## config.mk

```make
export PLATFORM = sky130hd
export DESIGN_NAME = serial_tx_piso
export DESIGN_NICKNAME = d
export VERILOG_FILES = /design/src/rtl/serial_tx_piso.sv
export SDC_FILE = /design/constraint.sdc
export NUM_CORES = 1
export LEC_CHECK = 0
export ABC_AREA = 0
export CORE_ASPECT_RATIO = 0.75
export CORE_MARGIN = 4
export CORE_UTILIZATION = 50
export CTS_CLUSTER_DIAMETER = 50
export DETAILED_ROUTE_END_ITERATION = 10
export PLACE_DENSITY = 0.77
export SYNTH_ARGS = -nofsm -noshare
export SYNTH_HDL_FRONTEND = slang
export SYNTH_SLANG_ARGS = --single-unit
```

## constraint.sdc

```tcl
create_clock -name clk -period 2.75 [get_ports clk]
set_input_delay 0.275 -clock clk [delete_from_list [all_inputs] [get_ports clk]]
set_output_delay 0.275 -clock clk [all_outputs]
set_load 0.02 [all_outputs]
```

## src/rtl/serial_tx_piso.sv

```systemverilog
// serial_tx_piso: parallel-in serial-out framed transmitter.
// Frame on tx_out: start (0), DATA_W data bits LSB first, [parity], stop (1).
// Optional feature macro: SERIAL_TX_PARITY_EN inserts an even-parity bit
// between the last data bit and the stop bit.
//
// Handshake: a word on data_in is taken on a rising clk edge where
// load_in=1 and ready_out=1. ready_out is high only in IDLE and is derived
// from registered state, so it never depends combinationally on load_in.
// load_in while ready_out=0 is ignored and data_in is not sampled.
module serial_tx_piso #(
    parameter int DATA_W       = 8,
    parameter int CLKS_PER_BIT = 4
) (
    input  logic              clk,
    input  logic              reset_al_in,
    input  logic [DATA_W-1:0] data_in,
    input  logic              load_in,
    output logic              ready_out,
    output logic              tx_out,
    output logic              busy_out,
    output logic              done_out,
    output logic [2:0]        state_dbg
);

    localparam int CYC_W = (CLKS_PER_BIT > 1) ? $clog2(CLKS_PER_BIT) : 1;
    localparam int BIT_W = (DATA_W > 1) ? $clog2(DATA_W) : 1;
    localparam logic [CYC_W-1:0] CYC_LAST = CYC_W'(CLKS_PER_BIT - 1);
    localparam logic [BIT_W-1:0] BIT_LAST = BIT_W'(DATA_W - 1);

    typedef enum logic [2:0] {
        IDLE   = 3'd0,
        START  = 3'd1,
        DATA   = 3'd2,
        PARITY = 3'd3,
        STOP   = 3'd4
    } state_t;

    state_t            state_q, state_nxt;
    logic [DATA_W-1:0] shift_q, shift_nxt;
    logic [BIT_W-1:0]  bit_q, bit_nxt;
    logic [CYC_W-1:0]  cyc_q, cyc_nxt;
    logic              tx_q, tx_nxt;
    logic              done_q, done_nxt;
    logic              bit_end;
`ifdef SERIAL_TX_PARITY_EN
    logic              par_q, par_nxt;
`endif

    // State and datapath registers; reset parks the line idle-high and drops any frame.
    always_ff @(posedge clk or negedge reset_al_in) begin
        if (!reset_al_in) begin
            state_q <= IDLE;
            shift_q <= '0;
            bit_q   <= '0;
            cyc_q   <= '0;
            tx_q    <= 1'b1;
            done_q  <= 1'b0;
`ifdef SERIAL_TX_PARITY_EN
            par_q   <= 1'b0;
`endif
        end else begin
            state_q <= state_nxt;
            shift_q <= shift_nxt;
            bit_q   <= bit_nxt;
            cyc_q   <= cyc_nxt;
            tx_q    <= tx_nxt;
            done_q  <= done_nxt;
`ifdef SERIAL_TX_PARITY_EN
            par_q   <= par_nxt;
`endif
        end
    end

    // Next-state logic; tx_nxt is the line value for the state being entered,
    // so tx_out changes on the same edge as the state register.
    always_comb begin
        state_nxt = state_q;
        shift_nxt = shift_q;
        bit_nxt   = bit_q;
        cyc_nxt   = cyc_q;
        tx_nxt    = tx_q;
        done_nxt  = 1'b0;
`ifdef SERIAL_TX_PARITY_EN
        par_nxt   = par_q;
`endif
        bit_end   = (cyc_q == CYC_LAST);

        if (state_q != IDLE) begin
            cyc_nxt = bit_end ? '0 : cyc_q + 1'b1;
        end

        case (state_q)
            IDLE: begin
                tx_nxt = 1'b1;
                if (load_in) begin
                    shift_nxt = data_in;
                    bit_nxt   = '0;
                    cyc_nxt   = '0;
                    tx_nxt    = 1'b0;
                    state_nxt = START;
`ifdef SERIAL_TX_PARITY_EN
                    par_nxt   = ^data_in;
`endif
                end
            end
            START: begin
                if (bit_end) begin
                    state_nxt = DATA;
                    tx_nxt    = shift_q[0];
                end
            end
            DATA: begin
                if (bit_end) begin
                    if (bit_q == BIT_LAST) begin
`ifdef SERIAL_TX_PARITY_EN
                        state_nxt = PARITY;
                        tx_nxt    = par_q;
`else
                        state_nxt = STOP;
                        tx_nxt    = 1'b1;
`endif
                    end else begin
                        shift_nxt = shift_q >> 1;
                        bit_nxt   = bit_q + 1'b1;
                        tx_nxt    = shift_nxt[0];
                    end
                end
            end
`ifdef SERIAL_TX_PARITY_EN
            PARITY: begin
                if (bit_end) begin
                    state_nxt = STOP;
                    tx_nxt    = 1'b1;
                end
            end
`endif
            STOP: begin
                if (bit_end) begin
                    state_nxt = IDLE;
                    tx_nxt    = 1'b1;
                    done_nxt  = 1'b1;
                end
            end
            default: begin
                state_nxt = IDLE;
                tx_nxt    = 1'b1;
            end
        endcase
    end

    assign tx_out    = tx_q;
    assign done_out  = done_q;
    assign ready_out = (state_q == IDLE);
    assign busy_out  = (state_q != IDLE);
    assign state_dbg = state_q;

endmodule

```

==> impl_metrics.toml <==
[clocking]
cts_tree = "done"
cts.clk_slew.worst_paths_ns = 0.10
cts_buffers = 3
clkLatencyLatePin_ns = 0.29
clkSinkCount = 18
clock_path_buffers = 2
cts_setup_buffers = 0
hold_buffers = 0
cts.htree.levels = 1
cts_resized = 0
root_buffer = "clkbuf_4"

[route]
drc_errors = 0
ant_nets = 0
routed_via_density = 5.36
dr.pass1.iters = 4
wl_per_cell_um = 13.7
drt_iter0_markers = 20
routed-via-count = 649
drt-total-wl_mm = 1.66

[cells_and_area]
seq_area_um2 = 452
nFillCells = 137
multi_input_area_um2 = 452
final_util_pct = 66.1
finalNonFillerCells = 121
final_area_um2 = 1170
diodes = 0
mostFrequentLayoutCells = "17 x dfrtp_1, 17 x clkdlybuf4s50_1, 9 x mux2_1"
fin_nets = 114
synthToLayoutAreaGrowth_pct = 23.0
final_layout_size_suffix_gt1_share_pct = 15.2

[sta]
grt_setup_unrepaired = "no"
worst_hold_slack_ns = 0.421
min_period_ns = 2.33
tns_ns = 0
setup_violations = 0
period_share_pct = 84.8
slew_headroom_pct = 48.7
timing_max_transition_violations_final = 0
hold_viol_final = 0
worstMarginPinSlew_ns = 0.767
fmax_mhz = 429
worst_clock_skew_ns = 0.00641
setup_slack_ns = 0.418

[synthesis]
synth_cell_types = 25
syn_area_per_cell_um2 = 11.8
mappedNetlistArea_um2 = 952
synth_nets = 95
yosysTopAreaCell = "dfrtp_1"
ys_warn_count = 0
synthCells = 81
ys_seq_elements = 18
synth-seq-area-share_pct = 47.4
ys_top_cells_by_area = "dfrtp_1 45%, mux2_1 11%, mux2_2 8.3%"
synth_ff_type = "dfrtp_1"
synth_top_area_share_pct = 44.7
synth_edf_count = 0
async_flop_share_pct = 100

[job]
maxCapViolations = 0

[global_routing]
grt_pass1_wl_mm = 2.86
grt_max_degree = 19
antenna_found_initial = 0
overflow = 0
grt_pass1_vias = 588
grtUsageTotal_pct = 14.8

[min_path]
hp-class = "primary input to async pin"

[power]
p_switching_mw = 0.387
p_total_mw = 1.10
ir_drop_mv = 0.615
p_leak_nw = 0.492
combPwrFrac_pct = 42.1
p_int_mw = 0.715
p_sw_share_pct = 35.1
p_seq_share_pct = 43.4
p_per_area_nw_per_um2 = 941
p_clk_share_pct = 14.5

[worst_setup_path]
critical_path_peak_fanout = 13
critical_path_class = "flop to output pin"
crit_arrival_ns = 2.06
reg2reg_from = "bit_q[0]"
crit_required_ns = 2.48
endpoint_kind = "output pin"
start_kind = "flop"
rr_worst_depth = 6
crit_path_start = "state_dbg[0]"

[place]
dp_hpwl_mm = 1.23
io_buffers = 17
gp_congestion = 0.812
dpl_worst_slack_ns = 0.724
placed_cell_area_um2 = 1130
place_inst = 117

[floorplan]
die_h_um = 45.8
initial_core_util_pct = 53.7
die_area_um2 = 2670
die_x_um = 58.4
io_pins = 18
rows = 13
coreArea_um2 = 1770

[status]
outcome = "completed"
-- layout make-up --
type	instances	area share, %
Sequential cell	18	38.6
Multi-Input combinational cell	52	38.6
Timing Repair Buffer	18	15.2
Clock buffer	4	3.10
Tap cell	22	2.35
Inverter	7	2.24
-- sequential cells by signal, indices dropped and copies added (netlist names) --
signal	count
shift_q	8
bit_q	3
state_dbg	3
cyc_q	2
done_out	1
tx_out	1
-- logic make-up after synthesis --
kind of cell    count (synthesis)  share of synthesized area (%)
xor+xnor                        1                          0.920
mux                            19                           22.1
flops                          18                           47.4
fa+ha+maj                       3                           3.94
compound gates                 10                           6.31
buf+inv                        11                           5.13
simple gates                   19                           14.2
-- critical path, stage by stage (launching register included) --
cell and delay [ns]:
dfrtp_1 0.54, nor3_1 0.52, clkdlybuf4s50_1 0.71
-- worst paths after layout --
path | endpoint | slack, ns
max in group asynchronous | state_dbg[0] | 1.84
setup reg to reg | shift_q[3] | 0.80
hold reg to reg | shift_q[3] | 0.51
hold / removal | shift_q[7] | 0.42
min in group clk | shift_q[3] | 0.51
setup / recovery | ready_out | 0.42
-- layer usage --
layer	vias up	wire (um)	global-route usage [%]
met5	-	0	0
met4	0	19	5.56
li1	328	-	-
met2	12	733	21.6
met3	4	85	5.38
met1	305	823	20.0
-- cells in the mapped netlist, types with 2 or more instances --
cell,count
mux2_2,7
a21oi_1,2
mux2_1,9
mux2i_1,3
nand4b_1,2
ha_1,3
dfrtp_1,17
inv_1,7
o21ai_0,6
nand2_1,3
nand3b_1,5
nor3_1,2
buf_2,3
-- power groups by stage --
| stage | sequential, mW | clock (mW) | combinational (mW) |
|---|---|---|---|
| floorplan | 0.459 | 0 | 0.337 |
| global route | 0.494 | 0.179 | 0.517 |
| detailed placement | 0.483 | 0 | 0.467 |
| global placement | 0.473 | 0 | 0.461 |
| CTS | 0.476 | 0.165 | 0.472 |
| finish | 0.478 | 0.160 | 0.464 |
Power figures use the tool's default switching activity.
==> edit 1 (same flow settings) <==
Build with the macro `SERIAL_TX_PARITY_EN` defined.
--- a/src/rtl/serial_tx_piso.sv
+++ b/src/rtl/serial_tx_piso.sv
@@ -7,6 +7,8 @@
 // load_in=1 and ready_out=1. ready_out is high only in IDLE and is derived
 // from registered state, so it never depends combinationally on load_in.
 // load_in while ready_out=0 is ignored and data_in is not sampled.
+`define SERIAL_TX_PARITY_EN
+
 module serial_tx_piso #(
     parameter int DATA_W       = 8,
     parameter int CLKS_PER_BIT = 4
Behaviour: no difference found for any inputs over 10 cycles, from zero or initial values and one cycle with reset_al_in low; that may be too few to reach the edited logic, so the function may still have changed.
==> edit 1 against the unedited design <==
- sequential cell count increased by 1
- register-to-register slack better by 0.04 ns
- area after synthesis grew 8.1%
- worst setup slack gained 0.17 ns
- global-route usage up 1.2 points
- power is 13% higher
- design area rose by 3.1%
- non-clock buffer count decreased by 1
- wire length is 16% higher
- largest power group is now combinational cells
==> edit 1: results <==
{
  "fin_skew_ns": 0.00678,
  "rr_worst_depth": 4,
  "hpwl_mm": 1.43,
  "synth_top_cells_by_count": "dfrtp_1 (18), nand2_1 (14), o21ai_1 (12)",
  "wl_per_cell_um": 14.2,
  "via_per_inst": 5.48,
  "cp_max_fo": 15,
  "grt_usage_pct": 16.0,
  "arrival_ns": 1.89,
  "max-vdd-ir-drop_uv": 722,
  "drive_above_1_share_pct": 7.89,
  "slew_headroom_pct": 44.4,
  "r2r_setup_slack_ns": 0.84,
  "hp-class": "primary input to async pin",
  "place_area_sq_um": 1180,
  "grt_pass1_vias": 729,
  "grt_first_pass_wirelength_mm": 3.35,
  "outcome": "finished clean",
  "leakage_uw": 0.000535,
  "drt_iter0_drc": 34,
  "synth_cell_type_count": 35,
  "ys_top_cells_by_area": "dfrtp_1 (44%), mux2i_1 (7.8%), xnor2_1 (6.0%), o21ai_1 (5.8%), nand2_1 (5.1%)",
  "syn-num-nets": 113,
  "place.gp.congestion": 0.812,
  "grt_max_degree": 21
}
## edit 1: stage by stage
step	std cells	worst slack [ns]	hold slack [ns]	util, %	total power [uW]
finish	136	0.583	0.448	65.7	1240
global route	136	0.452	0.502	65.7	1360
CTS	136	0.566	0.472	65.7	1260
detailed placement	132	0.815	0.472	64.3	1110
global placement	132	0.903	0.471	64.3	1090
floorplan	99	1.22	-0.0206	-	960
## edit 1: per-layer routing
metal	GRT usage [%]	part of all wire [%]
met1	21.7	49
met2	25.0	46
met3	6.04	4.5
met4	2.65	0.36
met5	0	0
## edit 1: power by group
group / switching (uW) / internal, uW / leakage [uW]
Sequential: 136 / 399 / 0.000239
Combinational: 301 / 268 / 0.000281
Clock: 80.8 / 56.5 / 0.0000150
## edit 1: cell type report
class	instances	area [sq um]
Timing Repair Buffer	17	170
Clock buffer	4	26.3
Multi-Input combinational cell	72	499
Fill cell	149	631
Tap cell	22	27.5
Sequential cell	19	477
Inverter	2	7.51
## edit 1: logic make-up (layout without fill, tap and decap cells)
kind of cell,count (synthesis),after routing,synth area share [%]
xor gates and xnor gates,8,8,6.80
adders and majority gates,3,3,3.65
muxes,8,8,7.78
AOI/OAI and AO/OA,24,24,14.8
DFF,19,19,46.3
and+or+nand+nor,29,29,15.4
buffers and inverters,8,23,5.22
## edit 1: worst max-delay path, cell delays in order, from the launching register on
cell,delay (ns)
dfrtp_1,0.58
nor3_4,0.35
clkdlybuf4s50_1,0.67
## edit 1: worst paths after layout
check / startpoint / end
min: reset_al_in / state_dbg[0]
min in group clk: bit_q[0] / bit_q[0]
max in group asynchronous: reset_al_in / bit_q[2]
max reg2reg: cyc_q[0] / shift_q[2]
min reg2reg: bit_q[0] / bit_q[0]
max: state_dbg[1] / ready_out
==> edit 2 (same settings) <==
Without the edit above. Make the reset (`reset_al_in`) synchronous in one clocked block.
--- a/src/rtl/serial_tx_piso.sv
+++ b/src/rtl/serial_tx_piso.sv
@@ -47,7 +47,7 @@
 `endif
 
     // State and datapath registers; reset parks the line idle-high and drops any frame.
-    always_ff @(posedge clk or negedge reset_al_in) begin
+    always_ff @(posedge clk) begin
         if (!reset_al_in) begin
             state_q <= IDLE;
             shift_q <= '0;
Function: differs if reset_al_in is asserted again (counterexample within 4 cycles, from zero or initial values and one cycle with reset_al_in low); with reset_al_in held inactive, the same outputs for 10 cycles.
==> edit 2 against the unedited design <==
- global-route usage up 1.5 points
- die area increased by 7.6%
- critical path depth increased by 1
- sequential cell count unchanged
- maximum frequency grew 6.7%
- worst setup slack improved by 0.15 ns
- design area grew 4.6%
- area after synthesis is 9.1% higher
- non-clock buffer count is 1 higher
- count of clock-buffer cells in the layout is the same
- core utilization hardly changed
- wire length up 28%
- critical endpoint unchanged
Power is not compared: it rests on default switching activity, and its combinational part moved more than twofold at a synthesized area within 25%.
==> edit 2: results <==
{
  "grt_max_degree": 26,
  "fin_skew_ns": 0.00723,
  "post_cts_buffers": 0,
  "arrival_ns": 1.91,
  "cts_root_buf": "clkbuf_4",
  "largest_reg_flops": 8,
  "cp_slowest_stage_delay_ns": 0.60,
  "wl_per_cell_um": 14.6,
  "grt_first_pass_wirelength_mm": 3.47,
  "drive_above_1_share_pct": 16.1,
  "syn-num-nets": 125,
  "cap_violations": 0,
  "num-nets-final": 139,
  "synth_top_cells_by_count": "dfxtp_1 (18), nand2_1 (14), mux2i_1 (9)",
  "clk_latency_ns": 0.29,
  "whs_path_depth": 2,
  "grt_pass1_vias": 772,
  "clk_pin_slew_worst_paths_ns": 0.09,
  "drv_slew": 0,
  "synth_adder_area_share_pct": 3.61,
  "timing.rr.end": "shift_q[2]",
  "drt_iter0_drc": 33,
  "hpwl_mm": 1.56,
  "hold_slack_ns": 0.476,
  "hp-class": "flop to flop",
  "muxShareOfSynthArea_pct": 8.67,
  "async_reset_ff_share_pct": 0,
  "rr_worst_depth": 4,
  "worstHoldStart": "shift_q[7]",
  "slew_headroom_pct": 60.1,
  "r2r_setup_slack_ns": 0.96,
  "timing.rr.start": "cyc_q[0]",
  "tritoncts.num_buffers": 3,
  "synth_compound_gate_area_share_pct": 22.8,
  "via_per_inst": 5.78,
  "outcome": "finished clean",
  "htreeDepth": 1,
  "grt_usage_pct": 16.3,
  "synth-xor-area-share_pct": 0.843,
  "buffer_ports.inserted": 17,
  "ys_seq_area_share_pct": 34.7,
  "cp_max_fo": 18,
  "regMostFlops": "shift_q",
  "drtPass1Iterations": 4,
  "place.gp.congestion": 0.779,
  "yosysWarningCount": 0,
  "cts.repair.resized": 0,
  "ys_top_cells_by_area": "dfxtp_1 (35%), mux2i_1 (8.7%), o221a_2 (6.5%), nand2_1 (5.1%), ha_1 (3.6%)",
  "synth_cell_type_count": 42,
  "clk_path_buf_depth": 2
}
## edit 2: power breakdown
group          total (uW)  internal [uW]  switching [uW]
registers             287            274            12.6
clock network         159           80.6            78.5
logic                87.1           47.6            39.5
## edit 2: layout make-up
cell class	count	area, sq um
inverters	3	11.3
flip-flops and latches	18	360
multi-input cells	80	604
well taps	22	27.5
clock buffers	4	36.3
repair buffers	19	185
fillers	168	629
## edit 2: kinds of logic (layout without fill, tap and decap cells)
logic type	after synthesis	count (layout)
and+or+nand+nor	39	39
AOI/OAI and AO/OA	28	28
DFF	18	18
buffers and inverters	13	26
muxes	9	9
adders and majority gates	3	3
xor gates and xnor gates	1	1
## edit 2: how the worst max path moves through the flow
stage	end	slack (ns)	start
after floorplan	shift_q[0]	1.17	bit_q[0]
after global placement	ready_out	0.91	state_dbg[0]
after detailed placement	ready_out	0.87	state_dbg[0]
after CTS	ready_out	0.54	state_dbg[0]
after global routing	ready_out	0.47	state_dbg[0]
final	ready_out	0.56	state_dbg[0]
## edit 2: worst reg2reg max path, delay by kind of cell (launching register included)
kind,cells,cell delay (ns)
simple gates,2,0.55
flops,1,0.39
compound gates,1,0.25
fa+ha+maj,1,0.50
## edit 2: layer usage
layer	routed length [um]	GRT usage [%]
met5	0	0
met4	0	3.03
met3	76	4.85
met2	1000	27.1
met1	1060	21.4
## edit 2: through the flow
step	setup WS (ns)	std cells	area, sq um	power, uW
final	0.564	146	1220	533
after global routing	0.466	146	1220	562
after CTS	0.541	146	1220	541
after detailed placement	0.875	142	1190	380
after global placement	0.908	142	1190	378
after floorplan	1.17	111	1040	347
